<file path="src/rtl/ex_hazard_ctrl.sv">
// rtl/ex_hazard_ctrl.sv - RAW hazard detection and forwarding-select register for the dual-slot VLIW pipeline
//
// Tracks the writers of the bundles now in EX (stage A) and MEM (stage Z). For each
// source the ID bundle uses, it picks a forwarding select, or raises stall/bubble when
// forwarding cannot supply the value in time.
//
// Optional feature macro: VLIW_FORWARDING_EN. When it is undefined, every select is 0
// and any match against an A or Z writer stalls until that writer has retired.
//
// Ports:
//   clk, reset (async, active-low)
//   id_valid, id_alu_regWrite, id_mem_regWrite, id_memRead, id_memWrite, id_aluSrcB
//   id_alu_rn, id_alu_rm, id_alu_rd, id_mem_rn, id_mem_rd : ID bundle register fields
//   flush                    : redirect, kills the ID bundle
//   stall, bubble            : hold IF/ID, load a NOP into ID/EX
//   f_alu_reg_rn_sel, f_alu_reg_rm_sel, f_mem_reg_rn_sel : 0 rf, 1 EX/MEM ALU, 2 MEM/WB ALU, 3 MEM/WB load
//   f_mem_reg_rd_sel         : store data, 0 rf, 1 EX/MEM ALU
//   stall_count              : saturating count of stall cycles
module ex_hazard_ctrl (
  input  logic        clk,
  input  logic        reset,
  input  logic        id_valid,
  input  logic        id_alu_regWrite,
  input  logic        id_mem_regWrite,
  input  logic        id_memRead,
  input  logic        id_memWrite,
  input  logic        id_aluSrcB,
  input  logic [2:0]  id_alu_rn,
  input  logic [2:0]  id_alu_rm,
  input  logic [2:0]  id_alu_rd,
  input  logic [2:0]  id_mem_rn,
  input  logic [2:0]  id_mem_rd,
  input  logic        flush,
  output logic        stall,
  output logic        bubble,
  output logic [1:0]  f_alu_reg_rn_sel,
  output logic [1:0]  f_alu_reg_rm_sel,
  output logic [1:0]  f_mem_reg_rn_sel,
  output logic        f_mem_reg_rd_sel,
  output logic [15:0] stall_count
);

  // Writer history: A = bundle in EX, Z = bundle in MEM.
  logic       r_a_alu_v, r_a_ld_v, r_z_alu_v, r_z_ld_v;
  logic [2:0] r_a_alu_rd, r_a_ld_rd, r_z_alu_rd, r_z_ld_rd;

  logic [1:0]  r_alu_rn_sel, r_alu_rm_sel, r_mem_rn_sel;
  logic        r_mem_rd_sel;
  logic [15:0] r_stall_count;

  // Match vector for one source: {A load, A ALU, Z load, Z ALU}.
  function automatic logic [3:0] match_vec(
    input logic [2:0] s,
    input logic a_ld_v, input logic [2:0] a_ld_rd,
    input logic a_alu_v, input logic [2:0] a_alu_rd,
    input logic z_ld_v, input logic [2:0] z_ld_rd,
    input logic z_alu_v, input logic [2:0] z_alu_rd);
    match_vec = {a_ld_v && (a_ld_rd == s), a_alu_v && (a_alu_rd == s),
                 z_ld_v && (z_ld_rd == s), z_alu_v && (z_alu_rd == s)};
  endfunction

  // Operand source: returns {hazard, sel[1:0]}.
  function automatic logic [2:0] op_chk(input logic used, input logic [3:0] m);
`ifdef VLIW_FORWARDING_EN
    // Nearest writer wins; within a stage the load outranks the ALU slot.
    if (!used)     op_chk = 3'b000;
    else if (m[3]) op_chk = 3'b100;
    else if (m[2]) op_chk = 3'b001;
    else if (m[1]) op_chk = 3'b011;
    else if (m[0]) op_chk = 3'b010;
    else           op_chk = 3'b000;
`else
    op_chk = {used & (|m), 2'b00};
`endif
  endfunction

  // Store data only has an EX/MEM ALU bypass; anything else in Z must retire first.
  function automatic logic [1:0] st_chk(input logic used, input logic [3:0] m);
`ifdef VLIW_FORWARDING_EN
    if (!used)            st_chk = 2'b00;
    else if (m[3])        st_chk = 2'b10;
    else if (m[2])        st_chk = 2'b01;
    else if (m[1] | m[0]) st_chk = 2'b10;
    else                  st_chk = 2'b00;
`else
    st_chk = {used & (|m), 1'b0};
`endif
  endfunction

  logic       w_use_alu_rn, w_use_alu_rm, w_use_mem_rn, w_use_mem_rd;
  logic [3:0] w_m_alu_rn, w_m_alu_rm, w_m_mem_rn, w_m_mem_rd;
  logic [2:0] w_c_alu_rn, w_c_alu_rm, w_c_mem_rn;
  logic [1:0] w_c_mem_rd;
  logic       w_hazard, w_stall;

  assign w_use_alu_rn = id_alu_regWrite;
  assign w_use_alu_rm = id_alu_regWrite & ~id_aluSrcB;
  assign w_use_mem_rn = id_memRead | id_memWrite;
  assign w_use_mem_rd = id_memWrite;

  assign w_m_alu_rn = match_vec(id_alu_rn, r_a_ld_v, r_a_ld_rd, r_a_alu_v, r_a_alu_rd,
                                r_z_ld_v, r_z_ld_rd, r_z_alu_v, r_z_alu_rd);
  assign w_m_alu_rm = match_vec(id_alu_rm, r_a_ld_v, r_a_ld_rd, r_a_alu_v, r_a_alu_rd,
                                r_z_ld_v, r_z_ld_rd, r_z_alu_v, r_z_alu_rd);
  assign w_m_mem_rn = match_vec(id_mem_rn, r_a_ld_v, r_a_ld_rd, r_a_alu_v, r_a_alu_rd,
                                r_z_ld_v, r_z_ld_rd, r_z_alu_v, r_z_alu_rd);
  assign w_m_mem_rd = match_vec(id_mem_rd, r_a_ld_v, r_a_ld_rd, r_a_alu_v, r_a_alu_rd,
                                r_z_ld_v, r_z_ld_rd, r_z_alu_v, r_z_alu_rd);

  assign w_c_alu_rn = op_chk(w_use_alu_rn, w_m_alu_rn);
  assign w_c_alu_rm = op_chk(w_use_alu_rm, w_m_alu_rm);
  assign w_c_mem_rn = op_chk(w_use_mem_rn, w_m_mem_rn);
  assign w_c_mem_rd = st_chk(w_use_mem_rd, w_m_mem_rd);

  assign w_hazard = w_c_alu_rn[2] | w_c_alu_rm[2] | w_c_mem_rn[2] | w_c_mem_rd[1];
  // flush kills the ID bundle, so its hazards are moot.
  assign w_stall  = id_valid & w_hazard & ~flush;

  always_ff @(posedge clk or negedge reset) begin
    if (!reset) begin
      r_a_alu_v     <= 1'b0;
      r_a_alu_rd    <= 3'd0;
      r_a_ld_v      <= 1'b0;
      r_a_ld_rd     <= 3'd0;
      r_z_alu_v     <= 1'b0;
      r_z_alu_rd    <= 3'd0;
      r_z_ld_v      <= 1'b0;
      r_z_ld_rd     <= 3'd0;
      r_alu_rn_sel  <= 2'd0;
      r_alu_rm_sel  <= 2'd0;
      r_mem_rn_sel  <= 2'd0;
      r_mem_rd_sel  <= 1'b0;
      r_stall_count <= 16'd0;
    end else begin
      r_z_alu_v  <= r_a_alu_v;
      r_z_alu_rd <= r_a_alu_rd;
      r_z_ld_v   <= r_a_ld_v;
      r_z_ld_rd  <= r_a_ld_rd;
      if (flush | w_stall) begin
        // A bubble (or killed bundle) enters EX: no writers, no forwarding.
        r_a_alu_v    <= 1'b0;
        r_a_alu_rd   <= 3'd0;
        r_a_ld_v     <= 1'b0;
        r_a_ld_rd    <= 3'd0;
        r_alu_rn_sel <= 2'd0;
        r_alu_rm_sel <= 2'd0;
        r_mem_rn_sel <= 2'd0;
        r_mem_rd_sel <= 1'b0;
      end else begin
        r_a_alu_v    <= id_valid & id_alu_regWrite;
        r_a_alu_rd   <= id_alu_rd;
        r_a_ld_v     <= id_valid & id_memRead & id_mem_regWrite;
        r_a_ld_rd    <= id_mem_rd;
        r_alu_rn_sel <= w_c_alu_rn[1:0];
        r_alu_rm_sel <= w_c_alu_rm[1:0];
        r_mem_rn_sel <= w_c_mem_rn[1:0];
        r_mem_rd_sel <= w_c_mem_rd[0];
      end
      if (w_stall && (r_stall_count != 16'hFFFF))
        r_stall_count <= r_stall_count + 16'd1;
    end
  end

  assign stall            = w_stall;
  assign bubble           = w_stall;
  assign f_alu_reg_rn_sel = r_alu_rn_sel;
  assign f_alu_reg_rm_sel = r_alu_rm_sel;
  assign f_mem_reg_rn_sel = r_mem_rn_sel;
  assign f_mem_reg_rd_sel = r_mem_rd_sel;
  assign stall_count      = r_stall_count;

endmodule

</file>
<file path="config.mk">
export PLATFORM = sky130hd
export DESIGN_NAME = ex_hazard_ctrl
export DESIGN_NICKNAME = d
export VERILOG_FILES = /design/src/rtl/ex_hazard_ctrl.sv
export SDC_FILE = /design/constraint.sdc
export NUM_CORES = 1
export LEC_CHECK = 0
export CAP_MARGIN = 30
export CELL_PAD_IN_SITES_DETAIL_PLACEMENT = 0
export CELL_PAD_IN_SITES_GLOBAL_PLACEMENT = 1
export CORE_MARGIN = 4
export CORE_UTILIZATION = 25
export DETAILED_ROUTE_END_ITERATION = 8
export GPL_ROUTABILITY_DRIVEN = 0
export PLACE_DENSITY = 0.68
export RECOVER_POWER = 25
export SETUP_SLACK_MARGIN = 0.1
export SLEW_MARGIN = 20
export SYNTH_ARGS = -nofsm -noshare
export SYNTH_HDL_FRONTEND = slang
export SYNTH_SLANG_ARGS = --single-unit
</file>
<file path="constraint.sdc">
create_clock -name clk -period 4.15 [get_ports clk]
set_clock_uncertainty 0.2 [all_clocks]
set_input_delay 0.83 -clock clk [delete_from_list [all_inputs] [get_ports clk]]
set_output_delay 0.83 -clock clk [all_outputs]
set_load 0.05 [all_outputs]
</file>
After elaboration in Yosys (flattened, before gate mapping)
Cells that the tools add are included.
{"block": "classes", "n_reduce_logical": 21, "addsub": 1, "mux": 4, "eq_ne": 17, "bitwise": 17}
{"operator": "== test 3 bit", "count": 16}
{"operator": "logical AND 1 bit", "count": 17}
{"operator": "adder 16 x 1 -> 16 bit, second input constant", "count": 1}
{"operator": "inequality test 16 bit, second input constant", "count": 1}
{"operator": "OR reduction 4 bit", "count": 4}
{"operator": "AND 1 bit", "count": 10}
{"operator": "two-way mux 3 bit", "count": 2}
{"operator": "OR 1 bit", "count": 5}
{"operator": "two-way mux 1 bit", "count": 2}
{"operator": "NOT 1 bit", "count": 2}
{"block": "word_totals", "elab_cells": 69, "output_inout_bits": 25, "in_bits": 24, "register_bits": 32}

Longest topological paths before layout
{"block": "logic_depth", "depth_word": 11, "ltp_mapped": 10, "mapped_depth_nobuf": 8}

Worst setup path after synthesis
No wires, ideal clock.
{"block": "synth_path", "path_type": "input -> output", "start": "input id_alu_rm[1]", "end": "output stall", "path_buffers": 3, "path_stages": 10, "arrival_ns": 2.601, "required_time_ns": 3.120, "path_slack_ns": 0.519, "cell_sequence": "buf_2 > xnor2_1 > and4_1 > a41oi_1 > a31o_1 > a21boi_2 > o21ai_2 > buf_6 > inv_1 > buf_4"}
{"block": "synth_via", "elab_chain_cells": 9, "word_cells_on_any_way": 15, "cone_classes": "4 x eq/ne; 6 x bitwise; 5 x reduce/logical"}
{"element": "start, declared", "line_no": "29", "source": "input logic [2:0] id_alu_rm,"}
{"element": "== test 3 bit, on equally long branches", "line_no": "59, 58"}
{"element": "logical AND 1 bit, on equally long branches", "line_no": "59, 58"}
{"element": "OR reduction 4 bit *", "line_no": "73", "source": "op_chk = {used & (|m), 2'b00};"}
{"element": "AND 1 bit *", "line_no": "73"}
{"element": "OR 1 bit * (3 in a row)", "line_no": "115", "source": "assign w_hazard = w_c_alu_rn[2] | w_c_alu_rm[2] | w_c_mem_rn[2] | w_c_mem_rd[1];"}
{"element": "AND 1 bit * (2 in a row)", "line_no": "117", "source": "assign w_stall = id_valid & w_hazard & ~flush;"}
{"element": "end, declared", "line_no": "34", "source": "output logic stall,"}
Every way passes the cells marked *; elsewhere a longest branch is shown, timed or not.

Worst setup path in the final report
Same ends and word-level chain as after synthesis.

==> key figures <==
Pwr
  • Sw Ratio: 33.3%
  • Pwr Total: 0.800 mW
  • Pwr Density: 315 mW/mm2
  • Switching pwr: 0.266 mW
  • P_int: 0.534 mW
  • Peak VDD IR: 0.0990 mV
  • Flop pwr share: 45.9%
  • Clock Power Share: 28.8%
  • Combinational share of power: 25.2%
  • P_leak: 1.04 nW

Floorplan
  • Die height: 99.1 um
  • Chip width: 99.1 um
  • Row count: 32
  • Initial Utilization: 26.3%
  • Core Footprint: 0.00789 mm2
  • Die ar.: 0.00982 mm2
  • I/O pin total: 49

Critical path
  • Worst r2r src: r_a_alu_rd[1]
  • Crit path capture type: primary output
  • Critical-path top delay cell: clkdlybuf4s50_1
  • R2R Path End: stall_count[12]
  • Worst R2R Path Depth: 9
  • Critical Path Fanout Max: 4
  • Delay of the slowest critical-path stage: 0.52 ns
  • Worst reg-to-reg setup slack: 1.60 ns
  • Critical Path RT: 3.12 ns
  • CP arrival: 2.62 ns
  • CP Class: input port to primary output
  • CP startpoint kind: input port
  • Crit-path cells: clkdlybuf4s50_1 -> xnor2_1 -> and4_1 -> a41oi_1 -> a31o_1 -> a21boi_2 -> o21ai_2 -> inv_1 -> buf_4

Yosys
  • Synth top area share: 38.6%
  • Post-synthesis sequential area ratio: 38.6%
  • Synthesized flop and latch total: 32
  • Synth top cells by count: 49 x xnor2_1, 32 x dfrtp_1, 18 x buf_2
  • Leading area contributor after synthesis: dfrtp_1
  • Post-Syn Area: 0.00207 mm2
  • Number of flops mapped to enable cells by yosys: 0
  • Post-synth cell types: 33
  • Synth area leaders: dfrtp_1 39%, xnor2_1 21%, xor2_1 5.5%
  • Share of synthesized registers carrying an async set or reset: 100%
  • Synth Flop Type: dfrtp_1
  • Post-Syn Instances: 213
  • Synthesis warning total: 0
  • Avg Cell Area, Syn: 9.74 um2
  • Most common cell in the netlist: xnor2_1

GRT
  • GRT Total Usage: 9.72%
  • Vias in the first global route: 1478
  • Global-route wire length before repair: 7.40 mm
  • Largest net degree at the start of global routing: 33
  • Antenna violations before repair: 0
  • Grt ovf: 0

Place
  • Detailed placer's ending HPWL: 3.41 mm
  • Port Buffers: 41
  • Worst slack, placed: 0.475 ns

CTS
  • CTS tree: built
  • Post-CTS Setup Bufs: 0
  • Cts bufs inserted: 5
  • H-Tree Depth: 2
  • # hold bufs at CTS: 0
  • Reg clk slew, reported paths: 0.07 ns
  • Num Clock Sinks: 32
  • Root buffer cell: clkbuf_8
  • Worst-Skew Late Latency: 0.28 ns
  • Clk buf depth: 2
  • Post-cts resize count: 0

Timing
  • Hold slack: 0.281 ns
  • Final setup fails: 0
  • Endpoints failing hold: 0
  • Worst Max-Slew Pin Slew: 1.76 ns
  • Post-route minimum period: 3.65 ns
  • Worst slew margin: -17.6%
  • Tcrit/Tclk final: 87.9%
  • Slew Viols, Final: 33
  • Fmax: 274 MHz
  • Setup TNS: 0 ns
  • Unrepaired setup endpoints after global routing: false
  • Final worst slack: 0.502 ns

Finish
  • Register Area: 801 um2
  • Filler cell count: 803
  • Diode count: 0
  • Area of the multi-input gates: 0.00107 mm2
  • Final Util: 32.2%
  • Share of post-route cells with drive strength above 1: 9.36%
  • Area grow syn2layout: 22.3%
  • Final nets: 260

Route
  • DRT Wirelength: 4.63 mm
  • DR vias: 1445
  • Initial DRC Count: 61
  • ANT nets after route: 0
  • Drt via density: 4.29
  • Wire per inst: 13.8 um
  • DRC: 0
  • Initial DRT Pass Iterations: 4

Worst hold path
  • Hold Startpoint: stall_count[5]
  • Hold path depth: 1
  • Hold endpoint: stall_count[5]
  • Hold Crit Class: register to register

Run status
  • Status: finished with violations
  • Failing checks: capacitance limit, slew limit

Flow run
  • Max-cap violations: 1
[routing by layer]
metal / up-vias / wire, um / track usage (%)
li1: 720 / - / -
met1: 682 / 2130 / 12.3
met2: 33 / 2140 / 14.9
met3: 10 / 246 / 2.81
met4: 0 / 117 / 5.15
met5: - / 0 / 0
[layout by cell type, fill, tap and decap left out, types with 2 or more instances in the layout]
cell | netlist | routed
xor2_1 | 13 | 13
clkbuf_8 | 0 | 5
nand3_1 | 9 | 9
nand4_1 | 17 | 17
inv_1 | 9 | 9
and4_1 | 3 | 3
dfrtp_1 | 32 | 32
nor3_2 | 5 | 5
conb_1 | 1 | 7
buf_4 | 8 | 4
nor3b_2 | 2 | 2
mux2_1 | 2 | 2
nor3_1 | 3 | 3
xnor2_1 | 49 | 49
nand2_1 | 6 | 6
nor2_1 | 10 | 10
and3_1 | 3 | 3
clkdlybuf4s50_1 | 0 | 38
nor4_1 | 3 | 3
[stage by stage]
| step | instances | area [um2] |
|---|---|---|
| 6_report | 337 | 2540 |
| 5_1_grt | 337 | 2540 |
| 4_1_cts | 337 | 2540 |
| 3_5_place_dp | 330 | 2460 |
| 3_3_place_gp | 330 | 2460 |
| 2_1_floorplan | 219 | 2100 |
[layout make-up]
| cell class | instances | share of cell area (%) |
|---|---|---|
| multi-input cells | 143 | 42.2 |
| clock buffers | 5 | 2.71 |
| clock inverters | 2 | 0.493 |
| flip-flops and latches | 32 | 31.6 |
| well taps | 102 | 5.03 |
| repair buffers | 44 | 16.7 |
| inverters | 9 | 1.33 |
[worst max-delay path, delay by kind of cell]
family / cells / cell delay, ns
compound gates: 4 / 0.64
xor+xnor: 1 / 0.17
buf+inv: 3 / 0.78
simple gates: 1 / 0.20
[flip-flops by register name, indices dropped and copies added (netlist names)]
signal,count
r_a_ld_v,1
r_a_ld_rd,3
r_z_ld_rd,3
r_a_alu_rd,3
r_a_alu_v,1
r_z_ld_v,1
r_z_alu_v,1
r_z_alu_rd,3
stall_count,16
[how the worst max path moves through the flow]
| stage | startpoint | to |
|---|---|---|
| floorplan | id_alu_rm[1] | stall |
| global placement | id_alu_rm[0] | bubble |
| detailed placement | id_alu_rm[1] | stall |
| CTS | id_alu_rm[1] | stall |
| global route | id_alu_rm[1] | bubble |
| finish | id_alu_rm[1] | stall |
[power groups by stage]
| stage | Sequential (mW) | Clock [mW] | Combinational [mW] |
|---|---|---|---|
| final | 0.368 | 0.231 | 0.202 |
| after floorplan | 0.395 | 0 | 0.121 |
| after global placement | 0.374 | 0 | 0.204 |
| after detailed placement | 0.375 | 0 | 0.205 |
| after global routing | 0.371 | 0.253 | 0.220 |
| after CTS | 0.369 | 0.241 | 0.206 |
[logic make-up (layout without fill, tap and decap cells)]
logic type               after synthesis  after routing  synth area share (%)
multiplexers                           2              2                  1.09
AO/OA/AOI/OAI                          7              7                  2.77
flip-flops                            32             32                  38.6
buffers and inverters                 44             60                  10.9
adder cells (fa/ha/maj)                1              1                 0.603
AND/OR/NAND/NOR                       64             64                  19.7
XOR/XNOR                              62             62                  26.2
other                                  1              7                 0.181
No activity file was read; power rests on OpenSTA's default activity.
